===== src/rtl/exp_pkg.sv =====
// Shared widths, the Q1.15 unity constant and the exp ROM content function
// for the softmax exp lookup / accumulate stage.
package exp_pkg;

    localparam int unsigned INT_W  = 3;
    localparam int unsigned FRAC_W = 3;
    localparam int unsigned FX_W   = INT_W + FRAC_W;
    localparam int unsigned OUT_W  = 16;
    localparam int unsigned ACC_W  = 24;

    localparam logic [15:0] ONE_Q15 = 16'h8000;

    // Fraction bits of the internal fixed-point arithmetic used to build the table.
    localparam int unsigned CALC_FRAC = 48;

    // round(exp(-k / 2^frac_w) * 2^(out_w-1)), round-half-up; the all-ones code is
    // the converter overflow marker and maps to 0. exp(-2^-frac_w) comes from a
    // Taylor series, then it is raised to the k-th power, all in Q.48 so that the
    // result is exact to well below one output LSB. Requires out_w <= 32.
    function automatic logic [31:0] exp_rom_val(input int unsigned k,
                                                input int unsigned int_w,
                                                input int unsigned frac_w,
                                                input int unsigned out_w);
        logic [127:0] one;
        logic [127:0] x_q;
        logic [127:0] term;
        logic [127:0] base;
        logic [127:0] acc;
        one = 128'd1 << CALC_FRAC;
        if (k == (32'd1 << (int_w + frac_w)) - 32'd1) begin
            return '0;
        end
        x_q  = one >> frac_w;
        term = one;
        base = one;
        for (int unsigned n = 1; n <= 24; n++) begin
            term = ((term * x_q) >> CALC_FRAC) / 128'(n);
            if (n[0]) begin
                base = base - term;
            end else begin
                base = base + term;
            end
        end
        acc = one;
        for (int unsigned i = 0; i < k; i++) begin
            acc = (acc * base) >> CALC_FRAC;
        end
        acc = (acc + (128'd1 << (CALC_FRAC - out_w))) >> (CALC_FRAC - out_w + 1);
        return acc[31:0];
    endfunction

endpackage


===== src/rtl/exp_lut_rom.sv =====
// Combinational exp(-x) lookup table; contents are elaboration-time constants
// produced by exp_pkg::exp_rom_val.
module exp_lut_rom
    import exp_pkg::*;
#(
    parameter int unsigned INT_WIDTH  = INT_W,
    parameter int unsigned FRAC_WIDTH = FRAC_W,
    parameter int unsigned OUT_WIDTH  = OUT_W
) (
    input  logic [INT_WIDTH+FRAC_WIDTH-1:0] addr,
    output logic [OUT_WIDTH-1:0]            data
);

    localparam int unsigned AW    = INT_WIDTH + FRAC_WIDTH;
    localparam int unsigned DEPTH = 1 << AW;

    logic [OUT_WIDTH-1:0] rom_tbl [DEPTH];

    for (genvar k = 0; k < DEPTH; k++) begin : g_entry
        localparam logic [OUT_WIDTH-1:0] ENTRY =
            OUT_WIDTH'(exp_rom_val(k, INT_WIDTH, FRAC_WIDTH, OUT_WIDTH));
        assign rom_tbl[k] = ENTRY;
    end

    // Asynchronous table read.
    always_comb begin
        data = rom_tbl[addr];
    end

endmodule


===== src/rtl/exp_lut_accum.sv =====
// Two-stage exp lookup pipeline with valid/ready on both sides and a saturating
// per-vector sum of the streamed exp values, strobed at vector end.
module exp_lut_accum
    import exp_pkg::*;
#(
    parameter int unsigned INT_WIDTH  = INT_W,
    parameter int unsigned FRAC_WIDTH = FRAC_W,
    parameter int unsigned OUT_WIDTH  = OUT_W,
    parameter int unsigned ACC_WIDTH  = ACC_W
) (
    input  logic                            clk,
    input  logic                            rst_n,
    input  logic [INT_WIDTH+FRAC_WIDTH-1:0] in_fx,
    input  logic                            in_valid,
    input  logic                            in_last,
    output logic                            in_ready,
    output logic [OUT_WIDTH-1:0]            out_exp,
    output logic                            out_valid,
    output logic                            out_last,
    input  logic                            out_ready,
    output logic [ACC_WIDTH-1:0]            sum_out,
    output logic                            sum_valid
);

    localparam int unsigned FXW   = INT_WIDTH + FRAC_WIDTH;
    localparam int unsigned EXT_W = ((ACC_WIDTH > OUT_WIDTH) ? ACC_WIDTH : OUT_WIDTH) + 1;

    logic                 s1_valid_q, s1_valid_d;
    logic [FXW-1:0]       s1_fx_q, s1_fx_d;
    logic                 s1_last_q, s1_last_d;
    logic                 s2_valid_q, s2_valid_d;
    logic [OUT_WIDTH-1:0] s2_exp_q, s2_exp_d;
    logic                 s2_last_q, s2_last_d;
    logic [ACC_WIDTH-1:0] acc_q, acc_d;
    logic [ACC_WIDTH-1:0] sum_q, sum_d;
    logic                 sum_valid_q, sum_valid_d;

    logic [OUT_WIDTH-1:0] rom_data;
    logic                 advance;
    logic                 xfer;
    logic [EXT_W-1:0]     sum_ext;
    logic [ACC_WIDTH-1:0] sum_sat;

    exp_lut_rom #(
        .INT_WIDTH (INT_WIDTH),
        .FRAC_WIDTH(FRAC_WIDTH),
        .OUT_WIDTH (OUT_WIDTH)
    ) u_rom (
        .addr(s1_fx_q),
        .data(rom_data)
    );

    // Stall control and next state of both pipeline stages.
    always_comb begin
        advance    = !s2_valid_q || out_ready;
        in_ready   = advance || !s1_valid_q;
        s1_valid_d = s1_valid_q;
        s1_fx_d    = s1_fx_q;
        s1_last_d  = s1_last_q;
        s2_valid_d = s2_valid_q;
        s2_exp_d   = s2_exp_q;
        s2_last_d  = s2_last_q;
        if (in_ready) begin
            s1_valid_d = in_valid;
            if (in_valid) begin
                s1_fx_d   = in_fx;
                s1_last_d = in_last;
            end
        end
        if (advance) begin
            s2_valid_d = s1_valid_q;
            if (s1_valid_q) begin
                s2_exp_d  = rom_data;
                s2_last_d = s1_last_q;
            end
        end
    end

    // Saturating accumulate on every output transfer; close the vector on last.
    always_comb begin
        xfer        = s2_valid_q && out_ready;
        sum_ext     = EXT_W'(acc_q) + EXT_W'(s2_exp_q);
        sum_sat     = (sum_ext[EXT_W-1:ACC_WIDTH] != '0) ? '1 : sum_ext[ACC_WIDTH-1:0];
        acc_d       = acc_q;
        sum_d       = sum_q;
        sum_valid_d = 1'b0;
        if (xfer) begin
            if (s2_last_q) begin
                sum_d       = sum_sat;
                sum_valid_d = 1'b1;
                acc_d       = '0;
            end else begin
                acc_d = sum_sat;
            end
        end
    end

    // Pipeline, accumulator and sum registers with async active-low reset.
    always_ff @(posedge clk or negedge rst_n) begin
        if (!rst_n) begin
            s1_valid_q  <= 1'b0;
            s1_fx_q     <= '0;
            s1_last_q   <= 1'b0;
            s2_valid_q  <= 1'b0;
            s2_exp_q    <= '0;
            s2_last_q   <= 1'b0;
            acc_q       <= '0;
            sum_q       <= '0;
            sum_valid_q <= 1'b0;
        end else begin
            s1_valid_q  <= s1_valid_d;
            s1_fx_q     <= s1_fx_d;
            s1_last_q   <= s1_last_d;
            s2_valid_q  <= s2_valid_d;
            s2_exp_q    <= s2_exp_d;
            s2_last_q   <= s2_last_d;
            acc_q       <= acc_d;
            sum_q       <= sum_d;
            sum_valid_q <= sum_valid_d;
        end
    end

    assign out_exp   = s2_exp_q;
    assign out_valid = s2_valid_q;
    assign out_last  = s2_last_q;
    assign sum_out   = sum_q;
    assign sum_valid = sum_valid_q;

endmodule


===== config.mk =====
export PLATFORM = sky130hd
export DESIGN_NAME = exp_lut_accum
export DESIGN_NICKNAME = d
export VERILOG_FILES = /design/src/rtl/exp_pkg.sv /design/src/rtl/exp_lut_rom.sv /design/src/rtl/exp_lut_accum.sv
export SDC_FILE = /design/constraint.sdc
export NUM_CORES = 1
export LEC_CHECK = 0
export ABC_AREA = 1
export BUFFER_PORTS_ARGS = -buffer_cell sky130_fd_sc_hd__buf_2
export CAP_MARGIN = 20
export CORE_UTILIZATION = 60
export CTS_BUF_LIST = sky130_fd_sc_hd__clkbuf_8
export DETAILED_ROUTE_END_ITERATION = 8
export PLACE_DENSITY_LB_ADDON = 0.25
export SLEW_MARGIN = 10
export SYNTH_ARGS = -nofsm -noshare
export SYNTH_HDL_FRONTEND = slang
export SYNTH_SLANG_ARGS = --single-unit

===== constraint.sdc =====
create_clock -name clk -period 5.61 [get_ports clk]
set_input_delay 1.4025 -clock clk [delete_from_list [all_inputs] [get_ports clk]]
set_output_delay 1.4025 -clock clk [all_outputs]
set_load 0.01 [all_outputs]

### Word-level counts from Yosys, hierarchy flattened

Memories as Yosys holds them, arrays and structs flattened. A register that Yosys moved wholly into a read port is not among the register bits.
Index checks and enable logic that the tools add are counted.
W data, S select, Z words.

| operators by class | value |
|---|---|
| add/sub/neg operators | 1 |
| multiplexer cells | 4 |
| bitwise logic cells | 1 |
| reductions and logical operators | 9 |

Operator list:

| cell | number |
|---|---|
| $mux W24 | 2 |
| $add A24 B16 Y25 | 1 |
| $not A6 Y7 | 1 |
| $reduce_and A2 Y1 | 3 |
| $logic_not A1 Y1 | 3 |
| $logic_or A1 B1 Y1 | 2 |
| $mux W1 | 2 |
| $logic_and A1 B1 Y1 | 1 |

| storage, ports and cells | value |
|---|---|
| register bits after elaboration | 59 |
| ROM bits | 1024 |
| input bits | 11 |
| output and inout port bits | 44 |
| logic and storage cells | 24 |
| memories kept | 1 |

Memory list:

| memory | depth | bits a word | rd ports | clocked after memory_dff | wr ports | RTL line | source |
|---|---|---|---|---|---|---|---|
| (no name shown) | 64 | 16 | 1 | 1 | 0 | exp_lut_rom.sv:27 | `data = rom_tbl[addr];` |

### Depth between registers and ports, before layout

| logic depth | value |
|---|---|
| word-level depth | 4 |
| mapped depth | 13 |
| mapped depth without buffers | 13 |

### Modules after synthesis

Synthesis repeated with hierarchy kept, for this count alone.

| unflattened totals | value |
|---|---|
| cells, all modules | 836 |
| area total of the unflattened synthesis | 5620.4 µm² |

Modules (own cells, without submodules):

| module | instances | cells each | area each (µm²) | sequential area each (µm²) |
|---|---|---|---|---|
| exp_lut_accum | 1 | 595 | 4446.8 | 1876.8 |
| exp_lut_rom | 1 | 241 | 1173.6 | 0.0 |

### Worst setup path after synthesis

No wires, ideal clock.

| timing path | value |
|---|---|
| path type | input port to output port |
| start | input port out_ready |
| end | output port in_ready |
| arrival time | 1586 ps |
| required time | 4208 ps |
| slack | 2621 ps |
| stages on the path | 2 |
| buffers on the path | 0 |
| path through | inv_1 > nand3_1 |

| between the ends | value |
|---|---|
| longest elaborated chain between the ends | 2 |

Ends and longest elaborated chain:

| element | RTL line | source |
|---|---|---|
| start: declaration | exp_lut_accum.sv:20 | `input logic out_ready,` |
| $logic_or A1 B1 Y1 | exp_lut_accum.sv:55 | `advance = !s2_valid_q \|\| out_ready;` |
| $logic_or A1 B1 Y1 | exp_lut_accum.sv:56 | `in_ready = advance \|\| !s1_valid_q;` |
| end: declaration | exp_lut_accum.sv:16 | `output logic in_ready,` |

No other way between the ends.

### Worst setup path after layout

| timing path | value |
|---|---|
| start | input port out_ready |
| end | register sum_q[12], in the netlist sum_out[12] |

| between the ends | value |
|---|---|
| longest elaborated chain between the ends | 2 |

Ends and longest elaborated chain:

| element | RTL line | source |
|---|---|---|
| $logic_and A1 B1 Y1 | exp_lut_accum.sv:81 | `xfer = s2_valid_q && out_ready;` |
| $reduce_and A2 Y1 (no line) | -- |  |
| end signal: assignment | exp_lut_accum.sv:118 | `sum_q <= sum_d;` |
| end: declaration | exp_lut_accum.sv:35 | `logic [ACC_WIDTH-1:0] sum_q, sum_d;` |

No other way between the ends.
A chain may end at the register's enable or synchronous reset.

==> results.md <==
- Yosys warnings: 0
- Worst setup SP type: primary input
- Die height: 96.8 µm
- Syn_nets: 854
- Least-Margin Pin Slew: 970 ps
- Largest net degree at the start of global routing: 76
- Cts hold-fix bufs: 0
- Most frequent cells after synthesis: nand2_1, inv_1, dfrtp_1
- Outcome: complete, no violations
- WP data required: 5850 ps
- EDFF count, synth: 0
- I/O Pins: 55
- Die width: 96.8 µm
- Gr busiest metal: met1
- Synth-to-layout area growth: 9.31%
- Clock Path Buffers: 2
- DR iter-0 viols: 625
- Part of the cycle the worst path needs: 63.5%
- Fmax: 0.281 GHz
- ANT nets after route: 0
- Final setup TNS: 0 ps
- Cts bufs inserted: 9
- Post-layout min period: 3560 ps
- Routability cong.: 0.977
- Most numerous cell in the Yosys netlist: nand2_1
- Drt via density: 5.69
- Clk_skew: 17.4 ps
- CTS H-tree lvls: 3
- Antenna fix cells: 0
- Share of layout cells above drive strength 1: 11.9%
- Reg clk slew, reported paths: 80 ps
- Max Slew Vio Count: 0
- Antenna violations before repair: 0
- Die area: 0.00936 mm²
- Post-Route WL: 15.9 mm
- Gr usage total: 35.5%
- Met1 usage in global routing: 52.9%
- Root Buffer Master: clkbuf_8
- Reg2reg setup slack: 2480 ps
- Residual DRC: 0
- Final setup vio count: 0
- Input/output buffers: 54
- Top cells by area, synth: dfrtp_1, nand2_1, inv_1
- Crit path DAT: 3800 ps
- GRT Residual Overflow: 0
- Synth top area share: 34.8%
- CTS sink cnt: 75
- Post-Syn Instances: 815
- Type of the most critical hold path: reg2reg
- Critical Path Sink Type: flop
- Initial core utilization: 61.8%
- Final hold violation count: 0
- Crit path max fanout: 26
- Max-Cap Viols: 0
- Sequential fraction of the synthesis area: 34.8%
- Synthesis-stage register bit count: 75
- Row count: 34
- Dominant cell type by area after synthesis: dfrtp_1
- Post-synthesis cell type count: 36
- Worst Setup Path Type: in2reg
- Drt pass-1 iters: 6
- Vias in the first global route: 5180
- Core area: 0.00872 mm²
- Peak VDD IR: 0.000272 V
- Worst-Skew Late Latency: 360 ps
- Synthesized area: 0.00539 mm²
- First-pass GRT wire length: 26.2 mm
- Routed vias: 5516
- PD cells: 445 mW/mm²
- RSZ-0062 raised after global routing: no
- HPWL after DPL: 11.9 mm
- Layout Nets: 896
- Leakage: 0.00342 µW
- Prevailing post-synth register cell: dfrtp_1
- CTS tree: done
- Ys async rst share: 100%
- Mapped Avg Cell Area: 6.61 µm²
- Per-cell routed wire length: 16.4 µm
- Setup Buffers After CTS: 0
- Slew headroom: 34.9%
- Hold_ws: 486 ps
- GRT met3 Usage: 11.1%
- GR Util met2: 49.2%
- Post-CTS resize count: 0
## layout make-up
| class | count | area [µm²] |
|---|---|---|
| Multi-Input combinational cell | 623 | 3040 |
| Fill cell | 721 | 2830 |
| Sequential cell | 75 | 1880 |
| Inverter | 92 | 345 |
| Timing Repair Buffer | 56 | 288 |
| Clock buffer | 10 | 138 |
| Tap cell | 108 | 135 |
| Clock inverter | 6 | 65.1 |
## kinds of logic after synthesis
family	after synthesis	synth area share, %
AND/OR/NAND/NOR	511	40.2
buffers and inverters	117	8.71
AO/OA/AOI/OAI	77	8.50
flip-flops	75	34.8
adder cells (fa/ha/maj)	28	6.64
XOR/XNOR	7	1.14
## through the flow
| stage | utilization (%) | area (µm²) | instances | total power [µW] | worst slack [ps] |
|---|---|---|---|---|---|
| floorplan | - | 5390 | 815 | 1710 | 2620 |
| global placement | 65.2 | 5690 | 954 | 2110 | 1860 |
| detailed placement | 65.2 | 5690 | 954 | 2140 | 1690 |
| CTS | 67.5 | 5890 | 970 | 2590 | 2080 |
| global route | 67.5 | 5890 | 970 | 2820 | 1730 |
| finish | 67.5 | 5890 | 970 | 2620 | 2050 |
## worst max-delay path, cell delays in order
cell and delay, ps:
buf_2 100, nand2_1 690, inv_1 140, nand2_1 640, inv_1 550, nand2_1 200
nand2_1 70
## worst paths after layout
| kind | endpoint | cells after the start | startpoint |
|---|---|---|---|
| setup / recovery | sum_out[12]$_DFFE_PN0P_ | 7 | out_ready |
| hold / removal | sum_out[11]$_DFFE_PN0P_ | 2 | sum_out[11]$_DFFE_PN0P_ |
| setup reg to reg | out_exp[1]$_DFFE_PN0P_ | 7 | s1_fx_q[3]$_DFFE_PN0P_ |
| hold reg to reg | sum_out[11]$_DFFE_PN0P_ | 2 | sum_out[11]$_DFFE_PN0P_ |
| max in group asynchronous | sum_out[18]$_DFFE_PN0P_ | 1 | rst_n |
| min in group asynchronous | acc_q[5]$_DFFE_PN0P_ | 1 | rst_n |
## per-layer routing
| layer | up-vias | wire, µm |
|---|---|---|
| li1 | 2655 | - |
| met1 | 2558 | 7410 |
| met2 | 283 | 6440 |
| met3 | 20 | 1830 |
| met4 | 0 | 257 |
| met5 | - | 0 |
## power breakdown
| group | internal, µW | total, µW | switching (µW) |
|---|---|---|---|
| Combinational | 444 | 1350 | 908 |
| Clock | 217 | 438 | 221 |
| Sequential | 684 | 833 | 150 |
| Total | 1340 | 2620 | 1280 |
## registers in the layout, indices dropped and copies added, names as in the netlist
signal and count:
acc_q 24, out_exp 16, out_last 1, out_valid 1
s1_fx_q 6, s1_last_q 1, s1_valid_q 1, sum_out 24
sum_valid 1
## layout by cell type, fill, tap and decap left out, types with 4 or more instances in the layout
cell type | netlist | routed
xor2_1 | 7 | 7
buf_2 | 9 | 53
a31oi_1 | 6 | 6
nand3_1 | 55 | 55
nand3_2 | 11 | 11
ha_1 | 27 | 27
nand2_2 | 12 | 12
inv_1 | 91 | 91
nor3_1 | 6 | 6
nand4_1 | 6 | 6
clkbuf_8 | 0 | 10
a21oi_1 | 25 | 25
o21ai_0 | 25 | 25
nor2_1 | 64 | 64
o211ai_1 | 8 | 8
clkinvlp_4 | 0 | 4
dfrtp_1 | 75 | 75
nand2_1 | 345 | 345
(Power assumes the default switching activity.)
